File: src/rtl/ocu_fm0_tx_if.sv
// Power-manager / IE-memory side signals of the FM0 backscatter transmitter.
interface ocu_fm0_tx_if;
  logic        ocu_en;
  logic        trext;
  logic [7:0]  tx_len;
  logic [15:0] tx_rd_data;
  logic        tx_rd_en;
  logic [3:0]  tx_rd_addr;
  logic        tx_out;
  logic        ocu_iereq;
  logic        ocu_done;

  // Power manager plus response-word memory drive the enable and read data.
  modport master (
    output ocu_en, trext, tx_len, tx_rd_data,
    input  tx_rd_en, tx_rd_addr, tx_out, ocu_iereq, ocu_done
  );

  // Transmitter side.
  modport slave (
    input  ocu_en, trext, tx_len, tx_rd_data,
    output tx_rd_en, tx_rd_addr, tx_out, ocu_iereq, ocu_done
  );
endinterface

File: src/rtl/ocu_fm0_tx.sv
// GB 1K tag backscatter transmitter: pilot, preamble, FM0 data and
// end-of-signaling at one half-symbol per DOUB_BLF cycle.
module ocu_fm0_tx #(
  parameter int unsigned PREP_CYC     = 2,
  parameter int unsigned PILOT_BITS   = 12,
  parameter logic [11:0] PREAMBLE_PAT = 12'b1101_0010_0011
) (
  input  logic            DOUB_BLF,
  input  logic            rst_n,
  ocu_fm0_tx_if.slave     bus
);

  localparam int unsigned CNT_W  = 6;
  localparam int unsigned LEN_W  = 8;
  localparam int unsigned WORD_W = 16;

  localparam logic [CNT_W-1:0] PREP_LAST  = CNT_W'(PREP_CYC - 1);
  localparam logic [CNT_W-1:0] PILOT_LAST = CNT_W'(2 * PILOT_BITS - 1);
  localparam logic [CNT_W-1:0] PRE_LAST   = CNT_W'(11);

  typedef enum logic [2:0] {
    S_IDLE, S_PREP, S_PILOT, S_PRE, S_DATA, S_EOS, S_DONE, S_WAIT
  } state_t;

  state_t             state;
  logic               en_q;
  logic               trext_q;
  logic [LEN_W-1:0]   len_q;
  logic [CNT_W-1:0]   cnt;
  logic [LEN_W-1:0]   bit_cnt;
  logic               half;
  logic [WORD_W-1:0]  shreg;
  logic [WORD_W-1:0]  pref;
  logic               rd_q;

  logic [LEN_W-1:0]   nxt_bit_c;
  logic               word_end_c;
  logic               need_next_c;
  logic               abort_c;

  // Next-bit bookkeeping, prefetch decision and abort detection.
  always_comb begin
    nxt_bit_c   = bit_cnt + LEN_W'(1);
    word_end_c  = (bit_cnt[3:0] == 4'hF);
    need_next_c = (nxt_bit_c[3:0] == 4'd8) &&
                  ((9'({nxt_bit_c[7:4], 4'b0000}) + 9'd16) < 9'(len_q));
    abort_c     = !bus.ocu_en &&
                  (state inside {S_PREP, S_PILOT, S_PRE, S_DATA, S_EOS});
  end

  // Frame sequencer, FM0 encoder and word fetch, all outputs registered.
  always_ff @(posedge DOUB_BLF or negedge rst_n) begin
    if (!rst_n) begin
      state          <= S_IDLE;
      en_q           <= 1'b0;
      trext_q        <= 1'b0;
      len_q          <= '0;
      cnt            <= '0;
      bit_cnt        <= '0;
      half           <= 1'b0;
      shreg          <= '0;
      pref           <= '0;
      rd_q           <= 1'b0;
      bus.tx_out     <= 1'b0;
      bus.ocu_iereq  <= 1'b0;
      bus.ocu_done   <= 1'b0;
      bus.tx_rd_en   <= 1'b0;
      bus.tx_rd_addr <= '0;
    end else begin
      en_q          <= bus.ocu_en;
      bus.ocu_iereq <= 1'b0;
      bus.ocu_done  <= 1'b0;
      bus.tx_rd_en  <= 1'b0;
      rd_q          <= bus.tx_rd_en;
      if (rd_q) pref <= bus.tx_rd_data;

      if (abort_c) begin
        state          <= S_IDLE;
        bus.tx_out     <= 1'b0;
        bus.tx_rd_addr <= '0;
        rd_q           <= 1'b0;
      end else begin
        case (state)
          S_IDLE: begin
            bus.tx_out <= 1'b0;
            if (bus.ocu_en && !en_q) begin
              trext_q        <= bus.trext;
              len_q          <= bus.tx_len;
              bus.ocu_iereq  <= 1'b1;
              bus.tx_rd_addr <= '0;
              cnt            <= '0;
              state          <= S_PREP;
              if ((PREP_CYC == 1) && (bus.tx_len != '0)) bus.tx_rd_en <= 1'b1;
            end
          end

          S_PREP: begin
            if (cnt == PREP_LAST) begin
              cnt <= '0;
              if (trext_q) begin
                state      <= S_PILOT;
                bus.tx_out <= 1'b1;
              end else begin
                state      <= S_PRE;
                bus.tx_out <= PREAMBLE_PAT[11];
                shreg      <= {PREAMBLE_PAT[10:0], 5'b00000};
              end
            end else begin
              cnt <= cnt + CNT_W'(1);
              if ((cnt + CNT_W'(1) == PREP_LAST) && (len_q != '0)) bus.tx_rd_en <= 1'b1;
            end
          end

          S_PILOT: begin
            if (cnt == PILOT_LAST) begin
              cnt        <= '0;
              state      <= S_PRE;
              bus.tx_out <= PREAMBLE_PAT[11];
              shreg      <= {PREAMBLE_PAT[10:0], 5'b00000};
            end else begin
              cnt        <= cnt + CNT_W'(1);
              bus.tx_out <= ~bus.tx_out;
            end
          end

          S_PRE: begin
            if (cnt == PRE_LAST) begin
              cnt        <= '0;
              half       <= 1'b0;
              bus.tx_out <= ~bus.tx_out;
              if (len_q == '0) begin
                state <= S_EOS;
              end else begin
                state   <= S_DATA;
                bit_cnt <= '0;
                shreg   <= pref;
              end
            end else begin
              cnt        <= cnt + CNT_W'(1);
              bus.tx_out <= shreg[WORD_W-1];
              shreg      <= shreg << 1;
            end
          end

          S_DATA: begin
            if (!half) begin
              half <= 1'b1;
              if (!shreg[WORD_W-1]) bus.tx_out <= ~bus.tx_out;
            end else begin
              half       <= 1'b0;
              bus.tx_out <= ~bus.tx_out;
              if (nxt_bit_c == len_q) begin
                state <= S_EOS;
              end else begin
                bit_cnt <= nxt_bit_c;
                shreg   <= word_end_c ? pref : (shreg << 1);
                if (need_next_c) begin
                  bus.tx_rd_en   <= 1'b1;
                  bus.tx_rd_addr <= bus.tx_rd_addr + 4'd1;
                end
              end
            end
          end

          S_EOS: begin
            if (!half) begin
              half <= 1'b1;
            end else begin
              half         <= 1'b0;
              state        <= S_DONE;
              bus.tx_out   <= 1'b0;
              bus.ocu_done <= 1'b1;
            end
          end

          S_DONE: begin
            bus.tx_out <= 1'b0;
            state      <= S_WAIT;
          end

          S_WAIT: begin
            bus.tx_out <= 1'b0;
            if (!bus.ocu_en) state <= S_IDLE;
          end

          default: state <= S_IDLE;
        endcase
      end
    end
  end

endmodule

File: src/flat_wrapper.sv
// flat-port wrapper written by rule: the top's interface ports become plain ports
module ocu_fm0_tx_flat 
#(
  parameter int unsigned PREP_CYC     = 2,
  parameter int unsigned PILOT_BITS   = 12,
  parameter logic [11:0] PREAMBLE_PAT = 12'b1101_0010_0011
)
  (DOUB_BLF, rst_n, bus_ocu_en, bus_trext, bus_tx_len, bus_tx_rd_data, bus_tx_rd_en, bus_tx_rd_addr, bus_tx_out, bus_ocu_iereq, bus_ocu_done);
  ocu_fm0_tx_if bus_i ();
  input  logic DOUB_BLF;
  input  logic rst_n;
  input wire logic [$bits(bus_i.ocu_en)-1:0] bus_ocu_en;
  input wire logic [$bits(bus_i.trext)-1:0] bus_trext;
  input wire logic [$bits(bus_i.tx_len)-1:0] bus_tx_len;
  input wire logic [$bits(bus_i.tx_rd_data)-1:0] bus_tx_rd_data;
  output wire logic [$bits(bus_i.tx_rd_en)-1:0] bus_tx_rd_en;
  output wire logic [$bits(bus_i.tx_rd_addr)-1:0] bus_tx_rd_addr;
  output wire logic [$bits(bus_i.tx_out)-1:0] bus_tx_out;
  output wire logic [$bits(bus_i.ocu_iereq)-1:0] bus_ocu_iereq;
  output wire logic [$bits(bus_i.ocu_done)-1:0] bus_ocu_done;
  assign bus_i.ocu_en = bus_ocu_en;
  assign bus_i.trext = bus_trext;
  assign bus_i.tx_len = bus_tx_len;
  assign bus_i.tx_rd_data = bus_tx_rd_data;
  assign bus_tx_rd_en = bus_i.tx_rd_en;
  assign bus_tx_rd_addr = bus_i.tx_rd_addr;
  assign bus_tx_out = bus_i.tx_out;
  assign bus_ocu_iereq = bus_i.ocu_iereq;
  assign bus_ocu_done = bus_i.ocu_done;
  ocu_fm0_tx #(.PREP_CYC(PREP_CYC), .PILOT_BITS(PILOT_BITS), .PREAMBLE_PAT(PREAMBLE_PAT)) u_core (.DOUB_BLF(DOUB_BLF), .rst_n(rst_n), .bus(bus_i));
endmodule
File: config.mk
export PLATFORM = sky130hd
export DESIGN_NAME = ocu_fm0_tx_flat
export DESIGN_NICKNAME = d
export VERILOG_FILES = /design/src/rtl/ocu_fm0_tx_if.sv /design/src/rtl/ocu_fm0_tx.sv /design/src/flat_wrapper.sv
export SDC_FILE = /design/constraint.sdc
export NUM_CORES = 1
export LEC_CHECK = 0
export ABC_AREA = 0
export CAP_MARGIN = 20
export CORE_MARGIN = 4
export CORE_UTILIZATION = 62
export CTS_BUF_LIST = sky130_fd_sc_hd__clkbuf_8
export DETAILED_ROUTE_END_ITERATION = 12
export GPL_TIMING_DRIVEN = 0
export HOLD_SLACK_MARGIN = 0.05
export PLACE_DENSITY = 0.87
export SYNTH_ARGS = -nofsm -noshare
export SYNTH_HDL_FRONTEND = slang
export SYNTH_SLANG_ARGS = --single-unit
File: constraint.sdc
create_clock -name DOUB_BLF -period 5.9 [get_ports DOUB_BLF]
set_clock_uncertainty 0.05 [all_clocks]
set_input_delay 1.77 -clock DOUB_BLF [delete_from_list [all_inputs] [get_ports DOUB_BLF]]
set_output_delay 1.77 -clock DOUB_BLF [all_outputs]
set_load 0.03 [all_outputs]
; After elaboration in Yosys (flattened, before gate mapping)
; Cells that the tools add are included.
[word_totals]
in_bits = 28
out_inout_bits = 8
ff_bits = 69
wordCells = 143
[op_classes]
n_bitwise = 2
n_eq_ne = 34
addsub = 4
muxes = 62
order_cmp = 1
n_reduce_logical = 25
[op_table]
columns = cell, count
row1 = 16-bit two-way mux, 8
row2 = 16-bit one-hot mux with 4 select lines, 1
row3 = 8-bit two-way mux, 4
row4 = 3-bit two-way mux, 9
row5 = 1-bit two-way mux, 24
row6 = 6-bit two-way mux, 4
row7 = 3-bit one-hot mux with 8 select lines, 1
row8 = 6-bit one-hot mux with 4 select lines, 1
row9 = 4-bit two-way mux, 5
row10 = "3-bit by 2-bit inequality test with 1-bit output, second input constant", 6
row11 = 8-bit one-hot mux with 2 select lines, 1
row12 = 8-bit AND reduction, 2
row13 = "3-bit equality test, second input constant", 4
row14 = "6-bit by 1-bit equality test with 1-bit output, second input constant", 2
row15 = "2-bit inequality test, second input constant", 6
row16 = "3-bit by 1-bit inequality test with 1-bit output, second input constant", 4
row17 = 3-bit AND reduction, 4
row18 = "8-bit by 5-bit adder with 9-bit output, second input constant", 1
row19 = 9-bit by 8-bit < comparator with 1-bit output, 1
row20 = "8-bit by 1-bit adder with 8-bit output, second input constant", 1
row21 = "4-bit equality test, second input constant", 2
row22 = 8-bit equality test, 1
row23 = 8-bit zero test, 1
row24 = 4-bit one-hot mux with 2 select lines, 1
row25 = 24 further kinds, 34

; Logic depth before layout (Yosys ltp)
[logic_depth]
word_depth = 9
mapped_depth = 15
mapped_depth_nobuf = 14

; Worst setup path before layout
; No wires, ideal clock.
[synth_timing]
path_kind = flip-flop to flip-flop
startpoint = register u_core.bit_cnt[0]
endpoint = register u_core.bus.tx_rd_addr[0]
setup_time_ns = 0.120
n_path_buf = 1
required_time_ns = 5.730
synth_period_minus_slack_ns = 3.665
slack_ns = 2.235
path_stages_with_launch = 15
arrival_ns = 3.495
cell_sequence = dfrtp_1 > ha_1 > clkbuf_1 > and3_1 > xnor2_1 > inv_1 > ha_1 > xnor2_1 > xnor2_1 > ha_1 > o21a_1 > a2111o_1 > nor3_1 > nand3_1 > a31o_2
[synth_via]
elab_chain_cells = 6
[synth_rtl]
columns = item, line_no
row1 = "start, declared", ocu_fm0_tx.sv:30  ; logic [LEN_W-1:0] bit_cnt;
row2 = "start signal, assigned", ocu_fm0_tx.sv:155  ; bit_cnt <= nxt_bit_c;
row3 = 8-bit by 1-bit adder with 8-bit output (*), ocu_fm0_tx.sv:43  ; nxt_bit_c = bit_cnt + LEN_W'(1);
row4 = 8-bit by 5-bit adder with 9-bit output, ocu_fm0_tx.sv:46  ; ((9'({nxt_bit_c[7:4], 4'b0000}) + 9'd16) < 9'(len_q));
row5 = 9-bit by 8-bit < comparator with 1-bit output, ocu_fm0_tx.sv:46
row6 = 1-bit logical AND, ocu_fm0_tx.sv:45  ; need_next_c = (nxt_bit_c[3:0] == 4'd8) &&
row7 = 3-bit by 1-bit inequality test with 1-bit output (no line), --
row8 = 5-bit AND reduction (no line) (*), --
row9 = "end signal, assigned", ocu_fm0_tx.sv:159  ; bus.tx_rd_addr <= bus.tx_rd_addr + 4'd1;
row10 = "end, declared", ocu_fm0_tx_if.sv:22  ; output tx_rd_en, tx_rd_addr, tx_out, ocu_iereq, ocu_done
; Mark *: on every way between the ends. The rest lies on a longest branch, timed or not.
; A chain may end at the register's enable or synchronous reset.

; Final worst setup path
; Same ends and word-level chain as after synthesis.

==> impl_metrics.ini <==
[status]
status = complete, no violations

[clocking]
cts_resized = 0
holdBufCountCts = 0
clk_path_buf_depth = 2
cts_setup_buffers = 0
cts_root_buf = clkbuf_8
htreeDepth = 3
clock_latency_ns = 0.36
cts_tree = built
path_clk_slew_ns = 0.08
clkSinkCount = 69
cts_buffers = 9

[drt]
drc = 0
wl_mm = 9.421
dr.pass1.iters = 5
final_antenna_net_count = 0
avgViaCountPerCell = 6.342
routedWlPerCell_um = 17.61
vias = 3393
drtIter0Drc = 196

[setup_path]
ff2ff_setup_slack_ns = 1.56
end_kind = flop
critPathMaxFanout = 10
rr_startpoint = u_core.bit_cnt[0]
crit_type = flop to flop
crit_start = u_core.bit_cnt[0]
start_kind = flop
r2r_end = u_core.bus.tx_rd_addr[0]
crit_arrival_ns = 4.54
critPathRequiredTime_ns = 6.10
rr_worst_depth = 15

[synth]
syn_avg_cell_area_um2 = 9.890
synth_ff_type = dfrtp_1
syn_inst = 407
seq_area_frac_synth = 0.4290
synth_edf_count = 0
synth_cell_types = 65
ys_ff_latch = 69
synth_nets = 445
synth_area_um2 = 4025
yosys_warnings = 0
async_flop_share = 1.000

[timing]
fin_crit_sh = 0.7355
setup_tns_ns = 0
fin_ws_ns = 1.561
slew-limit-headroom = 0.4165
finalHoldViolCount = 0
fin_hold_ws_ns = 0.4549
fin_crit_ns = 4.339
finalSetupViolations = 0
worst_pin_slew_ns = 0.8686
rsz0062_at_grt = no
maxSlewViolCount = 0
fmax_mhz = 230.4

[place]
dpl_cell_area_um2 = 4469
portBuffers = 35
hpwl_mm = 6.550
routabilityCongestion = 0.9285
pre_cts_ws_ns = 1.584
dpl.cell_count = 519

[layout]
layout_common_cells = 69 x dfrtp_1, 50 x nand2_1, 34 x clkdlybuf4s50_1
nets = 491
drive_gt1_frac = 0.1245
antenna_cells = 0
instances_no_fill = 535
final_core_util = 0.7477
mostFrequentLayoutCell = dfrtp_1
syn_to_final_growth_pct = 17.28
fin_area_um2 = 4721

[grt]
antenna_found_initial = 0
grt-ovfl-total = 0
grt_max_degree = 70
grt_pass1_vias = 3314
grt_pass1_wl_mm = 15.59
grtUsageTotal = 0.2574

[power]
power_mw = 1.939
powerDensity_nw_per_um2 = 410.7
ir_drop_uv = 293.3
leakage_nw = 2.057

[floorplan]
num_io_pins = 36
core_area_um2 = 6314
die_w_um = 88.58
start_util = 0.6375
dieArea_um2 = 7846
num_rows = 29
dieHeight_um = 88.58

[worst_hold_path]
min_to = u_core.shreg[3]
min_path_cells = 1
worstHoldStart = u_core.shreg[3]
hp-class = flop to flop

[job]
maxCapViolCount = 0
[worst max-delay path, cell delays in order (launching register included)]
cell	delay (ns)
dfrtp_1	0.43
ha_1	0.23
clkbuf_1	0.35
and3_1	0.30
xnor2_1	0.19
inv_1	0.10
ha_1	0.25
xnor2_1	0.15
xnor2_1	0.16
ha_1	0.21
a211oi_1	0.19
o21ai_0	0.13
a2111o_1	0.40
nor3_1	0.55
nand3_1	0.24
a31o_2	0.30
[layout make-up]
type	instances	area (um^2)
Buffer	26	117.6
Clock inverter	7	127.6
Multi-Input combinational cell	296	2121
Clock buffer	9	123.9
Inverter	16	60.06
Sequential cell	69	1727
Timing Repair Buffer	35	347.8
Tap cell	77	96.34
Fill cell	457	1593
[state kept, by name, indices dropped and copies added, names as in the netlist]
signal / flops
u_core.len_q: 8
u_core.bus.tx_rd_addr: 4
u_core.shreg: 16
u_core.bus.ocu_done: 1
u_core.state: 3
u_core.bus.ocu_iereq: 1
u_core.bus.tx_out: 1
u_core.trext_q: 1
u_core.rd_q: 1
u_core.bit_cnt: 8
u_core.cnt: 6
u_core.pref: 16
u_core.en_q: 1
u_core.half: 1
u_core.bus.tx_rd_en: 1
[where the power goes]
part / internal (mW) / total, mW / switching (mW) / leakage (nW)
clock: 0.288 / 0.491 / 0.203 / 0.127
combinational: 0.335 / 0.737 / 0.403 / 1.03
sequential: 0.609 / 0.711 / 0.102 / 0.901
total: 1.23 / 1.94 / 0.708 / 2.06
[layer usage]
metal	vias to the layer above	GRT usage	part of all wire
li1	1584	-	-
met4	0	0.1181	0.020
met5	-	0	0
met1	1657	0.3239	0.42
met3	24	0.05680	0.056
met2	128	0.4249	0.50
[worst max-delay path by stage]
stage / depth (start not counted) / end / slack [ns]
floorplan: 14 / u_core.bus.tx_rd_addr[0] / 2.23
global placement: 1 / u_core.pref[11] / 0.72
detailed placement: 14 / u_core.bus.tx_rd_addr[2] / 1.58
CTS: 14 / u_core.bus.tx_rd_addr[0] / 1.56
global route: 15 / u_core.bus.tx_rd_addr[0] / 1.25
finish: 15 / u_core.bus.tx_rd_addr[0] / 1.56
[Yosys cell counts, types with 5 or more instances]
master | number | area, um^2
a21oi_1 | 14 | 70.07
a221o_1 | 5 | 50.05
a22o_1 | 13 | 113.9
clkbuf_1 | 16 | 60.06
dfrtp_1 | 69 | 1727
ha_1 | 10 | 125.1
inv_1 | 16 | 60.06
mux2_1 | 9 | 101.4
mux2_2 | 23 | 259.0
nand2_1 | 50 | 187.7
nand3_1 | 15 | 75.07
nor2_1 | 18 | 67.56
nor2b_1 | 6 | 37.54
nor3_1 | 7 | 35.03
nor4_1 | 5 | 31.28
o21ai_0 | 20 | 100.1
xnor2_1 | 10 | 87.58
xor2_1 | 6 | 52.55
[kinds of logic (layout without fill, tap and decap cells)]
group / count (synthesis) / in the layout / share of synthesized area
AND/OR/NAND/NOR: 133 / 133 / 0.1663
AO/OA/AOI/OAI: 101 / 101 / 0.1906
flip-flops: 69 / 69 / 0.4290
buffers and inverters: 42 / 93 / 0.04414
multiplexers: 34 / 34 / 0.09450
XOR/XNOR: 18 / 18 / 0.04445
adder cells (fa/ha/maj): 10 / 10 / 0.03108
No activity file was read; power rests on OpenSTA's default activity.
